[config.mk]
export PLATFORM = sky130hd
export DESIGN_NAME = serial_subtractor_flat
export DESIGN_NICKNAME = d
export VERILOG_FILES = /design/src/rtl/serial_subtractor_if.sv /design/src/rtl/serial_subtractor.sv /design/src/flat_wrapper.sv
export SDC_FILE = /design/constraint.sdc
export NUM_CORES = 1
export LEC_CHECK = 0
export CORE_UTILIZATION = 52
export DETAILED_ROUTE_END_ITERATION = 10
export PLACE_DENSITY = 0.89
export SKIP_CTS_REPAIR_TIMING = 1
export SYNTH_ARGS = -nofsm -noshare
export SYNTH_HDL_FRONTEND = slang
export SYNTH_SLANG_ARGS = --single-unit
[constraint.sdc]
create_clock -name clk -period 2 [get_ports clk]
set_input_delay 0.6 -clock clk [delete_from_list [all_inputs] [get_ports clk]]
set_output_delay 0.6 -clock clk [all_outputs]
set_load 0.01 [all_outputs]
[src/rtl/serial_subtractor_if.sv]
// Start/done handshake and operand/result bundle for the bit-serial subtractor.
// The requester drives the master side; the subtractor implements the slave side.
interface serial_subtractor_if #(
  parameter int WIDTH = 8
);
  logic             start;
  logic [WIDTH-1:0] a;
  logic [WIDTH-1:0] b;
  logic             busy;
  logic             done;
  logic [WIDTH-1:0] diff;
  logic             borrow_out;

  modport master (
    output start, a, b,
    input  busy, done, diff, borrow_out
  );

  modport slave (
    input  start, a, b,
    output busy, done, diff, borrow_out
  );
endinterface

[src/rtl/serial_subtractor.sv]
// Bit-serial unsigned subtractor: diff = a - b, LSB first, one bit per clock through
// a single full-subtractor cell and a borrow flop. The result appears only when DONE is entered.
module serial_subtractor #(
  parameter int WIDTH = 8
) (
  input  logic               clk,
  input  logic               rst_n,
  serial_subtractor_if.slave bus
);
  localparam int CNT_W = (WIDTH > 2) ? $clog2(WIDTH) : 1;

  typedef enum logic [1:0] {IDLE, SHIFT, DONE} state_t;

  state_t           state_reg, state_next;
  logic [WIDTH-1:0] shreg_a_reg, shreg_b_reg;
  logic [WIDTH-1:0] res_reg, res_next;
  logic [WIDTH-1:0] diff_reg;
  logic [CNT_W-1:0] cnt_reg;
  logic             borrow_reg, borrow_next;
  logic             borrow_out_reg;
  logic             busy_reg, busy_next;
  logic             done_reg, done_next;
  logic             x_bit, y_bit, d_bit, last_bit;

  // Full-subtractor cell on the current LSBs of the operand registers.
  assign x_bit       = shreg_a_reg[0];
  assign y_bit       = shreg_b_reg[0];
  assign d_bit       = x_bit ^ y_bit ^ borrow_reg;
  assign borrow_next = (~x_bit & y_bit) | (~(x_bit ^ y_bit) & borrow_reg);
  assign last_bit    = (cnt_reg == CNT_W'(WIDTH - 1));

  // Result enters at the MSB and walks down, so the first bit lands at bit 0 after WIDTH shifts.
  generate
    for (genvar gi = 0; gi < WIDTH - 1; gi++) begin : g_res_shift
      assign res_next[gi] = res_reg[gi+1];
    end
  endgenerate
  assign res_next[WIDTH-1] = d_bit;

  always_ff @(posedge clk or negedge rst_n) begin
    if (!rst_n) begin
      state_reg <= IDLE;
    end else begin
      state_reg <= state_next;
    end
  end

  always_comb begin
    state_next = state_reg;
    case (state_reg)
      IDLE:    if (bus.start) state_next = SHIFT;
      SHIFT:   if (last_bit)  state_next = DONE;
      DONE:    state_next = IDLE;
      default: state_next = IDLE;
    endcase
  end

  // Flags are decoded from the upcoming state so they can be registered alongside it.
  always_comb begin
    busy_next = (state_next != IDLE);
    done_next = (state_next == DONE);
  end

  always_ff @(posedge clk or negedge rst_n) begin
    if (!rst_n) begin
      shreg_a_reg    <= '0;
      shreg_b_reg    <= '0;
      res_reg        <= '0;
      diff_reg       <= '0;
      cnt_reg        <= '0;
      borrow_reg     <= 1'b0;
      borrow_out_reg <= 1'b0;
      busy_reg       <= 1'b0;
      done_reg       <= 1'b0;
    end else begin
      busy_reg <= busy_next;
      done_reg <= done_next;
      case (state_reg)
        IDLE: begin
          if (bus.start) begin
            shreg_a_reg <= bus.a;
            shreg_b_reg <= bus.b;
            borrow_reg  <= 1'b0;
            cnt_reg     <= '0;
          end
        end
        SHIFT: begin
          shreg_a_reg <= shreg_a_reg >> 1;
          shreg_b_reg <= shreg_b_reg >> 1;
          res_reg     <= res_next;
          borrow_reg  <= borrow_next;
          cnt_reg     <= cnt_reg + CNT_W'(1);
          if (last_bit) begin
            diff_reg       <= res_next;
            borrow_out_reg <= borrow_next;
          end
        end
        default: ;
      endcase
    end
  end

  assign bus.busy       = busy_reg;
  assign bus.done       = done_reg;
  assign bus.diff       = diff_reg;
  assign bus.borrow_out = borrow_out_reg;
endmodule

[src/flat_wrapper.sv]
// flat-port wrapper written by rule: the top's interface ports become plain ports
module serial_subtractor_flat 
#(
  parameter int WIDTH = 8
)
  (clk, rst_n, bus_start, bus_a, bus_b, bus_busy, bus_done, bus_diff, bus_borrow_out);
  serial_subtractor_if #(.WIDTH(WIDTH)) bus_i ();
  input  logic clk;
  input  logic rst_n;
  input wire logic [$bits(bus_i.start)-1:0] bus_start;
  input wire logic [$bits(bus_i.a)-1:0] bus_a;
  input wire logic [$bits(bus_i.b)-1:0] bus_b;
  output wire logic [$bits(bus_i.busy)-1:0] bus_busy;
  output wire logic [$bits(bus_i.done)-1:0] bus_done;
  output wire logic [$bits(bus_i.diff)-1:0] bus_diff;
  output wire logic [$bits(bus_i.borrow_out)-1:0] bus_borrow_out;
  assign bus_i.start = bus_start;
  assign bus_i.a = bus_a;
  assign bus_i.b = bus_b;
  assign bus_busy = bus_i.busy;
  assign bus_done = bus_i.done;
  assign bus_diff = bus_i.diff;
  assign bus_borrow_out = bus_i.borrow_out;
  serial_subtractor #(.WIDTH(WIDTH)) u_core (.clk(clk), .rst_n(rst_n), .bus(bus_i));
endmodule
==> results.yml <==
cells_and_area:
  drive_gt1_share_pct: 22.5
  nFillCells: 271
  num_antenna_cells: 0
  areaGrowthSynthToFinish_pct: 21.3
  multi_input_area_um2: 706
  fin_nets: 199
  final-seq-area_um2: 1000
  fin_util_pct: 65.7
logic_synthesis:
  ys_seq_elements: 40
  yosys_most_used_dff: "dfrtp_1"
  synth_mux_area_share_pct: 9.97
  ys_async_sr_fraction_pct: 100
  synth-simple-area-share_pct: 15.9
  postSynthAreaPerCell_um2: 12.3
  synth-edff-count: 0
  yosys_warnings: 0
  ys_types: 26
  ys_seq_area_share_pct: 55.4
  synth_top_family_by_area: "simple AND/OR/NAND/NOR gates"
  syn-num-nets: 169
  synthXorXnorAreaFrac_pct: 0
  syn_area_um2: 1810
  synthesis.instances: 147
  synth_compound_area_share_pct: 10.7
  synthAdderAreaFrac_pct: 2.49
grt:
  globalRouteOverflowTotal: 0
  grt_max_degree: 22
  grt_use_total_pct: 20.5
  grt_pass1_wl_mm: 5.37
  grt_pass1_vias: 1225
  grt_antenna_before_repair: 0
route:
  num_vias: 1263
  dr.pass1.iters: 4
  drcViolationCount: 0
  wl_per_cell_um: 14.9
  wl_mm: 3.34
  drt_iter0_drc: 40
  drtAntennaViolNets: 0
  viasPerCell: 5.64
power_and_ir_drop:
  power.density_nw_per_um2: 1520
  ir_worst_vdd_mv: 0.577
  power_uw: 3340
  power.leakage_uw: 0.000978
timing:
  skew_ns: 0.0266
  finalSetupViolations: 0
  rsz0062_at_grt: "false"
  max_slew.worst_pin.slew_ns: 0.494
  fin_tns_setup_ns: 0
  post-route-period-util_pct: 95.0
  drv_slew: 0
  hold_viol_final: 0
  max_slew_margin_pct: 67.1
  timing.fmax_mhz: 526
  period_needed_ns: 1.90
critical_path:
  path_cells: "clkdlybuf4s50_1"
  start_kind: "flop"
  cp_data_arrival_time_ns: 1.30
  crit_path_end_kind: "output pin"
  crit_buf_inv: 1
  critical_path.top_delay_family: "buffers and inverters"
  r2r_start: "u_core.cnt_reg[0]$_DFFE_PN0P_"
  crit_slowest_cell: "clkdlybuf4s50_1"
  crit_path_start: "u_core.bus.borrow_out$_DFFE_PN0P_"
  path_max_fanout: 2
  critPathRequiredTime_ns: 1.40
  slowest_delay_ns: 0.54
  crit_type: "reg -> out"
floorplanning:
  dieArea_um2: 3710
  start_util_pct: 54.1
  dieHeight_um: 60.9
  fp.coreArea_um2: 3340
  rows: 21
  die_w_um: 60.9
  io_pins: 30
clocking:
  clkSinkCount: 40
  cts_made_buffers: 5
  clk_pin_slew_ns: 0.14
  insertion_delay_ns: 0.37
  cts_buffer_depth: 2
  cts_tree: "yes"
  cts-root-buf: "clkbuf_4"
  cts_max_level: 2
job:
  drv_cap: 0
placed_design:
  io_buffers: 29
  gp_congestion: 0.748
  dp_hpwl_mm: 2.33
min_path:
  hold_class: "in -> async"
run_status:
  status: "finished, final reports clean"
-- through the flow --
step | setup slack [ns] | hold slack [ns] | cell area (um2) | std cells
4_1_cts | 0.0867 | 0.169 | 2190 | 224
5_1_grt | 0.0375 | 0.183 | 2190 | 224
6_report | 0.0995 | 0.163 | 2190 | 224
3_5_place_dp | 0.0407 | 0.489 | 2110 | 216
2_1_floorplan | 0.575 | 0.304 | 1810 | 147
3_3_place_gp | 0.109 | 0.474 | 2110 | 216
-- routing by layer --
metal,vias up,part of all wire [%],GRT usage (%)
met3,10,4.5,5.97
met5,-,0,0
li1,581,-,-
met4,0,2.8,10.1
met1,630,42,24.6
met2,42,50,33.8
-- final cells by class --
class | count | share of cell area, %
sequential | 40 | 45.7
clock buffer | 5 | 1.71
clock inverter | 3 | 2.17
multi-input combinational | 92 | 32.2
timing repair buffer | 32 | 14.6
tap | 46 | 2.63
inverter | 6 | 1.03
-- layout by cell type (no fill, tap or decap), drive strengths merged, types with 2 or more instances in the layout --
master,synthesis,routed
a21oi,5,5
a22o,3,3
a32oi,2,2
buf,8,4
clkbuf,1,5
clkdlybuf4s50,0,28
clkinv,0,2
dfrtp,40,40
ha,2,2
inv,6,6
mux2,14,14
nand2,7,7
nand2b,2,2
nor2,18,18
nor3,17,17
o21ai,3,3
o22ai,12,12
o32ai,2,2
-- Yosys cell counts (all sizes together) (2+ instances only) --
library cell  count  area share (%)
a21oi             5             1.4
a32oi             2            0.97
a22o              3             1.5
dfrtp            40              55
nand2b            2             1.5
nor2             18             3.7
nor3             17             7.2
o21ai             3            0.83
o32ai             2            0.97
o22ai            12             4.5
mux2             14              10
ha                2             1.4
inv               6             1.2
nand2             7             1.5
buf               8             4.1
-- final timing paths --
path | to | slack [ns] | cells after the start
setup reg to reg | u_core.bus.diff[0]$_DFFE_PN0P_ | 0.49 | 4
max in group asynchronous | u_core.cnt_reg[0]$_DFFE_PN0P_ | 1.33 | 2
hold / removal | u_core.res_reg[2]$_DFFE_PN0P_ | 0.16 | 1
hold reg to reg | u_core.bus.diff[0]$_DFFE_PN0P_ | 0.52 | 1
setup / recovery | bus_borrow_out | 0.1 | 1
min in group clk | u_core.bus.diff[0]$_DFFE_PN0P_ | 0.52 | 1
-- worst reg2reg max path, delay by kind of cell (launching register included) --
kind,cells,cell delay [ns]
and+or+nand+nor,1,0.20
adders and majority gates,2,0.43
muxes,1,0.36
DFF,1,0.42
-- kinds of logic (layout without fill, tap and decap cells) --
| logic type | after synthesis | in the layout |
|---|---|---|
| buf+inv | 15 | 46 |
| flops | 40 | 40 |
| compound gates | 28 | 28 |
| simple gates | 47 | 47 |
| mux | 14 | 14 |
| fa+ha+maj | 3 | 3 |
-- power by group --
group          leakage (uW)  switching [uW]  internal (uW)
Sequential         0.000483             287           1180
Combinational      0.000450             565            743
Clock             0.0000454             290            267
No activity file was read; power rests on OpenSTA's default activity.
